--- config.mk ---
export PLATFORM = sky130hd
export DESIGN_NAME = max7219_rx_flat
export DESIGN_NICKNAME = d
export VERILOG_FILES = /design/src/rtl/max7219_if.sv /design/src/rtl/max7219_rx.sv /design/src/flat_wrapper.sv
export SDC_FILE = /design/constraint.sdc
export NUM_CORES = 1
export LEC_CHECK = 0
export BUFFER_PORTS_ARGS = -buffer_cell sky130_fd_sc_hd__buf_4
export CORE_MARGIN = 5
export CORE_UTILIZATION = 40
export DETAILED_ROUTE_END_ITERATION = 8
export HOLD_SLACK_MARGIN = 0.02
export PLACE_DENSITY_LB_ADDON = 0.25
export SLEW_MARGIN = 30
export SYNTH_ARGS = -nofsm -noshare
export SYNTH_HDL_FRONTEND = slang
export SYNTH_SLANG_ARGS = --single-unit
--- constraint.sdc ---
create_clock -name clk -period 3.5 [get_ports clk]
set_input_delay 0.35 -clock clk [delete_from_list [all_inputs] [get_ports clk]]
set_output_delay 0.35 -clock clk [all_outputs]
set_load 0.05 [all_outputs]
--- src/rtl/max7219_if.sv ---
// max7219_if: serial lines from the display driver to the MAX7219 receiver model
interface max7219_if;
    logic cs_n;
    logic sclk;
    logic mosi;
    modport master (output cs_n, sclk, mosi);
    modport slave  (input  cs_n, sclk, mosi);
endinterface

--- src/rtl/max7219_rx.sv ---
// max7219_rx: cycle-level MAX7219 receiver with register file and code-B readback
module max7219_rx #(
    parameter int SYNC_STAGES = 2,
    parameter int CNT_W       = 6
) (
    input  logic        clk,
    input  logic        rst,
    max7219_if.slave    spi,
    input  logic [2:0]  rd_sel,
    output logic [7:0]  rd_seg,
    output logic [63:0] digits,
    output logic [7:0]  decode_mode,
    output logic [3:0]  intensity,
    output logic [2:0]  scan_limit,
    output logic        shutdown_n,
    output logic        disp_test,
    output logic        frame_valid,
    output logic [3:0]  frame_addr,
    output logic [7:0]  frame_data,
    output logic        frame_err
);
    localparam logic [6:0] CODE_B [16] = '{
        7'h7E, 7'h30, 7'h6D, 7'h79, 7'h33, 7'h5B, 7'h5F, 7'h70,
        7'h7F, 7'h7B, 7'h01, 7'h4F, 7'h37, 7'h0E, 7'h67, 7'h00
    };
    logic [SYNC_STAGES-1:0] cs_s, sck_s, mo_s;
    logic                   cs_d, sck_d, armed;
    logic [11:0]            sr;
    logic [CNT_W-1:0]       cnt;
    logic                   cs_now, cs_fall, cs_rise, sck_rise, long_enough;
    logic [7:0]             cur;
    assign cs_now      = cs_s[SYNC_STAGES-1];
    assign cs_fall     = ~cs_now & cs_d;
    // armed blocks a frame that was in flight across reset from being used
    assign cs_rise     = cs_now & ~cs_d & armed;
    assign sck_rise    = sck_s[SYNC_STAGES-1] & ~sck_d & ~cs_now & armed;
    assign long_enough = 32'(cnt) >= 32'd16;
    always_comb begin
        cur    = digits[{rd_sel, 3'b000} +: 8];
        rd_seg = disp_test ? 8'hFF : decode_mode[rd_sel] ? {cur[7], CODE_B[cur[3:0]]} : cur;
    end
    always_ff @(posedge clk or posedge rst) begin
        if (rst) begin
            cs_s  <= '0;
            sck_s <= '0;
            mo_s  <= '0;
            cs_d  <= 1'b0;
            sck_d <= 1'b0;
            armed <= 1'b0;
            sr    <= '0;
            cnt   <= '0;
        end else begin
            cs_s  <= {cs_s[SYNC_STAGES-2:0], spi.cs_n};
            sck_s <= {sck_s[SYNC_STAGES-2:0], spi.sclk};
            mo_s  <= {mo_s[SYNC_STAGES-2:0], spi.mosi};
            cs_d  <= cs_now;
            sck_d <= sck_s[SYNC_STAGES-1];
            armed <= cs_fall ? 1'b1 : cs_rise ? 1'b0 : armed;
            sr    <= sck_rise ? {sr[10:0], mo_s[SYNC_STAGES-1]} : sr;
            cnt   <= cs_fall ? '0 : (sck_rise && cnt != '1) ? cnt + 1'b1 : cnt;
        end
    end
    // D15..D12 never reach the registers, so only the low 12 bits are kept
    always_ff @(posedge clk or posedge rst) begin
        if (rst) begin
            digits      <= '0;
            decode_mode <= '0;
            intensity   <= '0;
            scan_limit  <= '0;
            shutdown_n  <= 1'b0;
            disp_test   <= 1'b0;
            frame_valid <= 1'b0;
            frame_addr  <= '0;
            frame_data  <= '0;
            frame_err   <= 1'b0;
        end else begin
            frame_valid <= cs_rise & long_enough;
            frame_err   <= cs_rise & ~long_enough;
            if (cs_rise && long_enough) begin
                frame_addr <= sr[11:8];
                frame_data <= sr[7:0];
                if (sr[11:8] >= 4'h1 && sr[11:8] <= 4'h8)
                    digits[{sr[10:8] - 3'd1, 3'b000} +: 8] <= sr[7:0];
                if (sr[11:8] == 4'h9) decode_mode <= sr[7:0];
                if (sr[11:8] == 4'hA) intensity <= sr[3:0];
                if (sr[11:8] == 4'hB) scan_limit <= sr[2:0];
                if (sr[11:8] == 4'hC) shutdown_n <= sr[0];
                if (sr[11:8] == 4'hF) disp_test <= sr[0];
            end
        end
    end
endmodule

--- src/flat_wrapper.sv ---
// flat-port wrapper written by rule: the top's interface ports become plain ports
module max7219_rx_flat 
#(
    parameter int SYNC_STAGES = 2,
    parameter int CNT_W       = 6
)
  (clk, rst, rd_sel, rd_seg, digits, decode_mode, intensity, scan_limit, shutdown_n, disp_test, frame_valid, frame_addr, frame_data, frame_err, spi_cs_n, spi_sclk, spi_mosi);
  max7219_if spi_i ();
  input  logic clk;
  input  logic rst;
  input  logic [2:0] rd_sel;
  output logic [7:0] rd_seg;
  output logic [63:0] digits;
  output logic [7:0] decode_mode;
  output logic [3:0] intensity;
  output logic [2:0] scan_limit;
  output logic shutdown_n;
  output logic disp_test;
  output logic frame_valid;
  output logic [3:0] frame_addr;
  output logic [7:0] frame_data;
  output logic frame_err;
  input wire logic [$bits(spi_i.cs_n)-1:0] spi_cs_n;
  input wire logic [$bits(spi_i.sclk)-1:0] spi_sclk;
  input wire logic [$bits(spi_i.mosi)-1:0] spi_mosi;
  assign spi_i.cs_n = spi_cs_n;
  assign spi_i.sclk = spi_sclk;
  assign spi_i.mosi = spi_mosi;
  max7219_rx #(.SYNC_STAGES(SYNC_STAGES), .CNT_W(CNT_W)) u_core (.clk(clk), .rst(rst), .spi(spi_i), .rd_sel(rd_sel), .rd_seg(rd_seg), .digits(digits), .decode_mode(decode_mode), .intensity(intensity), .scan_limit(scan_limit), .shutdown_n(shutdown_n), .disp_test(disp_test), .frame_valid(frame_valid), .frame_addr(frame_addr), .frame_data(frame_data), .frame_err(frame_err));
endmodule
==> impl_metrics.tcl, run 1 <==
set metrics [dict create \
    cp_max_fo 4 \
    remaining_routing_drc_violations 0 \
    tns_ns 0 \
    vdd_drop_max_uv 345 \
    place.gp.congestion 0.828 \
    max_slew_margin_pct 49.1 \
    synth.top_cells.by_area "sky130_fd_sc_hd__dfrtp_1 (53%), sky130_fd_sc_hd__mux2_2 (20%), sky130_fd_sc_hd__mux4_2 (7.0%), sky130_fd_sc_hd__ha_1 (3.0%), sky130_fd_sc_hd__and2_1 (2.7%)" \
    max_slew.worst_pin.slew_ns 0.761 \
    final.setup_skew_ns 0.00677 \
    start_util_pct 40.2 \
    core_region_area_mm2 0.0144 \
    netlist_instances 410 \
    antenna_violating_nets_post_route 0 \
    powerDensity_mw_per_mm2 443 \
    synth_seq_area_share_pct 52.8 \
    placement_rows 44 \
    max_cap_violations 0 \
    length_in_cells_of_the_worst_reg_to_reg_path 7 \
    drt_first_iter_violations 159 \
    critical_path_class "register to output port" \
    synthMostInstantiatedCell "sky130_fd_sc_hd__dfrtp_1" \
    antenna_found_initial 0 \
    cts_buffer_depth 2 \
    ys_dominant_reg_cell "sky130_fd_sc_hd__dfrtp_1" \
    yosys_reg_bits 122 \
    clk_pin_slew_ns 0.05 \
    crit_path_start_kind "register" \
    clock-root-buffer "sky130_fd_sc_hd__clkbuf_16" \
    via_count_of_the_first_global_routing_pass 4116 \
    postSynth.asyncResetShare_pct 100 \
    max_freq_mhz 320 \
    yosysWarningCount 0 \
    design.die.area_mm2 0.0170 \
    io-pin-count 111 \
    detailedPlace.worstSlack_ns 0.455 \
    floorplan.die.width_um 130 \
    grt_use_total_pct 18.5 \
    cts_inserted_buffers 17 \
    die_height_um 130 \
    clk-insertion-delay-late_ns 0.41 \
    ys_top_cells_by_count "sky130_fd_sc_hd__dfrtp_1 (122), sky130_fd_sc_hd__mux2_2 (105), sky130_fd_sc_hd__and2_1 (25)" \
    final-hold-violation-count 0 \
    average_detailed_routed_wire_length_per_instance_um 20.5 \
    cts-resized-gates 0 \
    finalNetCount 554 \
    static-leakage-power_nw 3.82 \
    power_mw 3.29 \
    routed_via_count 3822 \
    setup.worst_path.end_class "output port" \
    grt_overflow 0 \
    cts_hold_buf 0 \
    finalMaxSlewViolations 0 \
    syn_nets 432 \
    grt_setup_unrepaired "no" \
    number_of_setup_buffers_added_after_cts 0 \
    drt_pre_antenna_iters 4 \
    post_route_cells_drive_above_1_share_pct 51.7 \
    synth_largest_area_cell "sky130_fd_sc_hd__dfrtp_1" \
    avgViaCountPerCell 5.26 \
    synth_enable_flop_cells 0 \
    grt_first_pass_wirelength_um 23300 \
    ys_types 49 \
    min-delay-path-class "primary input to register" \
    run_status "finished clean" \
    syn-cell-area_mm2 0.00578 \
    port_buffers 110 \
    setup_ws_ns 0.373 \
    period_needed_ns 3.13 \
    finalSetupViolations 0 \
    dp_hpwl_um 10600 \
    clkSinkCount 122 \
    finalCritPeriodShare_pct 89.3 \
    area_growth_pct 28.2 \
    routed_wirelength_um 14900 \
    critPathRequiredTime_ns 3.15 \
    htree_levels 4 \
    crit_path_arrival_time_ns 2.78 \
    worstHoldPathCells 1 \
    antenna-diode-count 0 \
    post_synth.cell_area_avg_um2 14.1 \
    clock_tree_from_tritoncts "done" \
    yosysTopAreaCellShare_pct 52.8 \
    largest_net_degree_at_the_start_of_global_routing 86 \
]
## critical path, cell delays in order (launching register included)
cell                       delay (ns)
sky130_fd_sc_hd__dfrtp_1         0.40
sky130_fd_sc_hd__mux4_2          0.47
sky130_fd_sc_hd__mux2i_1         0.25
sky130_fd_sc_hd__inv_1           0.15
sky130_fd_sc_hd__ha_1            0.22
sky130_fd_sc_hd__or2_2           0.29
sky130_fd_sc_hd__a211oi_1        0.24
sky130_fd_sc_hd__a211o_1         0.16
sky130_fd_sc_hd__buf_4           0.20
## flip-flops by register name, indices dropped and copies added, names as in the netlist
register	flops
u_core.disp_test	1
u_core.frame_err	1
u_core.cnt	6
u_core.sr	12
u_core.frame_data	8
u_core.intensity	4
u_core.armed	1
u_core.shutdown_n	1
u_core.scan_limit	3
u_core.sck_s	2
u_core.decode_mode	8
u_core.frame_valid	1
u_core.mo_s	2
u_core.cs_d	1
u_core.frame_addr	4
u_core.sck_d	1
u_core.cs_s	2
u_core.digits	64
## metal layers
| layer | GRT usage [%] | routed length (um) |
|---|---|---|
| met1 | 23.7 | 6580 |
| met2 | 30.8 | 7330 |
| met3 | 4.71 | 799 |
| met4 | 5.87 | 170 |
| met5 | 0 | 0 |
## where the power goes
group	switching, mW	internal, mW	total (mW)	leakage (nW)
clock	0.564	1.07	1.63	0.279
combinational	0.0672	0.0563	0.123	1.86
sequential	0.0885	1.44	1.53	1.68
total	0.720	2.57	3.29	3.82
## cell type report
cell class	count	area (um2)
clock buffers	30	564
inverters	7	30.0
flip-flops and latches	122	3050
repair buffers	119	906
fillers	1253	6960
well taps	184	230
multi-input cells	265	2630
## cell usage in the layout (no fill, tap or decap), types with 7 or more instances in the layout
master	count
sky130_fd_sc_hd__and2_1	25
sky130_fd_sc_hd__nand2_1	15
sky130_fd_sc_hd__dfrtp_1	122
sky130_fd_sc_hd__ha_1	14
sky130_fd_sc_hd__clkbuf_8	9
sky130_fd_sc_hd__mux2i_1	7
sky130_fd_sc_hd__mux4_2	18
sky130_fd_sc_hd__nor2_1	15
sky130_fd_sc_hd__buf_4	118
sky130_fd_sc_hd__clkbuf_16	17
sky130_fd_sc_hd__mux2_2	105
## metrics by stage
stage / hold WS, ns / utilization, % / cell area [um2] / instances
final: 0.0476 / 51.6 / 7410 / 727
after global routing: 0.0310 / 51.6 / 7410 / 727
after CTS: 0.0282 / 51.6 / 7410 / 727
after detailed placement: 0.336 / 47.7 / 6850 / 697
after global placement: 0.335 / 47.7 / 6850 / 697
after floorplan: 0.331 / - / 5790 / 410
## cells by family after synthesis
logic type      synth area share (%)
mux                             28.9
fa+ha+maj                       3.20
buf+inv                         1.90
flops                           52.8
compound gates                  3.85
simple gates                    8.44
xor+xnor                       0.909
## worst paths after layout
check                                                   start                               end  slack (ns)
worst min register to register       u_core.mo_s[0]$_DFF_PP0_          u_core.mo_s[1]$_DFF_PP0_        0.34
max in group asynchronous                                 rst     u_core.digits[59]$_DFFE_PP0P_        3.05
worst max-delay path            u_core.digits[56]$_DFFE_PP0P_                         rd_seg[3]        0.37
worst min-delay path                                 spi_sclk         u_core.sck_s[0]$_DFF_PP0_        0.05
worst max register to register       u_core.sr[8]$_DFFE_PP0P_      u_core.digits[5]$_DFFE_PP0P_        0.68
min in group asynchronous                                 rst  u_core.scan_limit[1]$_DFFE_PP0P_        0.07
(Power assumes the default switching activity.)
==> run 2: changes to the inputs <==
--- a/config.mk
+++ b/config.mk
@@ -10,7 +10,7 @@
 export CORE_UTILIZATION = 40
 export DETAILED_ROUTE_END_ITERATION = 8
 export HOLD_SLACK_MARGIN = 0.02
-export PLACE_DENSITY_LB_ADDON = 0.25
+export PLACE_DENSITY = 0.6
 export SLEW_MARGIN = 30
 export SYNTH_ARGS = -nofsm -noshare
 export SYNTH_HDL_FRONTEND = slang
==> impl_metrics.tcl, run 2 (synthesis results as in run 1) <==
set metrics [dict create \
    grt_overflow 0 \
    cp_slowest_cell "sky130_fd_sc_hd__mux4_2" \
    critical_path_class "register to output port" \
    worst_path_largest_cell_delay_ns 0.48 \
    number_of_setup_buffers_added_after_cts 0 \
    tns_ns 0 \
    routed_wirelength_um 14900 \
    dp_hpwl_um 10600 \
    fin_cells 729 \
    crit_path_arrival_time_ns 2.83 \
    drt_pre_antenna_iters 4 \
    detailedPlace.worstSlack_ns 0.470 \
    cts-resized-gates 0 \
    endpoint "rd_seg[3]" \
    average_detailed_routed_wire_length_per_instance_um 20.5 \
    postLayoutCellArea_mm2 0.00745 \
    drt_first_iter_violations 137 \
    layout.cells.most_common "sky130_fd_sc_hd__dfrtp_1" \
    worst_r2r_startpoint "u_core.sr[8]$_DFFE_PP0P_" \
    max_freq_mhz 315 \
    io-pin-count 111 \
    worst-r2r-setup-slack_ns 0.67 \
    routed_via_count 3872 \
    clk_pin_slew_ns 0.05 \
    placement.cell_area_mm2 0.00685 \
    post_route_cells_drive_above_1_share_pct 52.1 \
    crit_start "u_core.digits[56]$_DFFE_PP0P_" \
    grt_use_total_pct 18.7 \
    total_stage_count_of_the_critical_path 8 \
    antenna-diode-count 0 \
    cp_max_fo 4 \
    antenna_violating_nets_post_route 0 \
    die_height_um 130 \
    crit_buf_inv 2 \
    critPathRequiredTime_ns 3.15 \
    final.setup_skew_ns 0.00748 \
    dominant_delay_contributor_by_cell_family_on_the_critical_path "multiplexers" \
    most_used_cells_in_the_layout_excluding_fill_and_tap_cells "sky130_fd_sc_hd__dfrtp_1 (122), sky130_fd_sc_hd__buf_4 (118), sky130_fd_sc_hd__mux2_2 (105)" \
    largest_register_by_flop_count "u_core.digits" \
    setup_ws_ns 0.324 \
    finalCritPeriodShare_pct 90.7 \
    max_slew_margin_pct 44.3 \
    clock-root-buffer "sky130_fd_sc_hd__clkbuf_16" \
    htree_levels 4 \
    cts_hold_buf 0 \
    max_slew.worst_pin.slew_ns 0.834 \
    clkSinkCount 122 \
    start_util_pct 40.2 \
    layout_top_registers "u_core.digits x64, u_core.sr x12" \
    final-hold-violation-count 0 \
    critical_path_cell_by_cell "mux4_2 > mux2i_1 > inv_1 > ha_1 > or2_2 > a211oi_1 > a211o_1 > buf_4" \
    largest_reg_flops 64 \
    floorplan.die.width_um 130 \
    design.die.area_mm2 0.0170 \
    area_growth_pct 29.0 \
    largest_net_degree_at_the_start_of_global_routing 123 \
    crit_path_start_kind "register" \
    clock_tree_from_tritoncts "done" \
    min-delay-path-class "primary input to register" \
    port_buffers 110 \
    run_status "finished clean" \
    core_region_area_mm2 0.0144 \
    powerDensity_mw_per_mm2 461 \
    dpl.cell_count 697 \
    length_in_cells_of_the_worst_reg_to_reg_path 7 \
    period_needed_ns 3.18 \
    clk-insertion-delay-late_ns 0.42 \
    setup.worst_path.end_class "output port" \
    place.gp.congestion 0.821 \
    vdd_drop_max_uv 285 \
    finalNetCount 554 \
    antenna_found_initial 0 \
    remaining_routing_drc_violations 0 \
    finalMaxSlewViolations 0 \
    grt_setup_unrepaired "no" \
    rr_endpoint "u_core.digits[7]$_DFFE_PP0P_" \
    finalSetupViolations 0 \
    avgViaCountPerCell 5.31 \
    grt_first_pass_wirelength_um 23900 \
    max_cap_violations 0 \
    static-leakage-power_nw 3.84 \
    placement_rows 44 \
    cts_buffer_depth 2 \
    via_count_of_the_first_global_routing_pass 4143 \
    cts_inserted_buffers 17 \
]
run 2: where the power goes:
part	switching (mW)	total [mW]	internal [mW]	leakage, nW
clock	0.597	1.79	1.19	0.304
combinational	0.0677	0.124	0.0563	1.86
sequential	0.0851	1.53	1.44	1.68
run 2: worst min path at each step:
| stage | endpoint | slack, ns | depth (start not counted) | from |
|---|---|---|---|---|
| after floorplan | u_core.cs_s[1]$_DFF_PP0_ | 0.33 | 0 | u_core.cs_s[0]$_DFF_PP0_ |
| final | u_core.cs_s[0]$_DFF_PP0_ | 0.04 | 1 | spi_cs_n |
| after global routing | u_core.cs_s[0]$_DFF_PP0_ | 0.02 | 1 | spi_cs_n |
| after detailed placement | u_core.mo_s[1]$_DFF_PP0_ | 0.34 | 0 | u_core.mo_s[0]$_DFF_PP0_ |
| after CTS | u_core.cs_s[0]$_DFF_PP0_ | 0.02 | 1 | spi_cs_n |
| after global placement | u_core.sck_s[1]$_DFF_PP0_ | 0.33 | 0 | u_core.sck_s[0]$_DFF_PP0_ |
run 2: layout make-up:
type | instances | area, um2
clock buffers | 24 | 492
fillers | 1248 | 6910
flip-flops and latches | 122 | 3050
well taps | 184 | 230
inverters | 7 | 30.0
repair buffers | 119 | 906
clock inverters | 8 | 115
multi-input cells | 265 | 2630
run 2: worst reg2reg max path, delay by kind of cell, from the launching register on:
family,cells,cell delay [ns]
and+or+nand+nor,3,0.73
DFF,1,0.55
AOI/OAI and AO/OA,1,0.50
muxes,1,0.46
adders and majority gates,1,0.29
buffers and inverters,1,0.18
run 2: through the flow:
stage / util (%) / total power [mW] / hold slack (ns)
2_1_floorplan: - / 1.61 / 0.331
3_3_place_gp: 47.7 / 1.67 / 0.334
3_5_place_dp: 47.7 / 1.68 / 0.340
4_1_cts: 51.9 / 3.47 / 0.0249
5_1_grt: 51.9 / 3.56 / 0.0247
6_report: 51.9 / 3.44 / 0.0408
run 2: routing by layer:
layer / global-route usage, % / vias up / wire [um]
li1: - / 1741 / -
met1: 24.8 / 1998 / 6510
met2: 30.1 / 114 / 7270
met3: 5.08 / 19 / 893
met4: 5.87 / 0 / 238
met5: 0 / - / 0
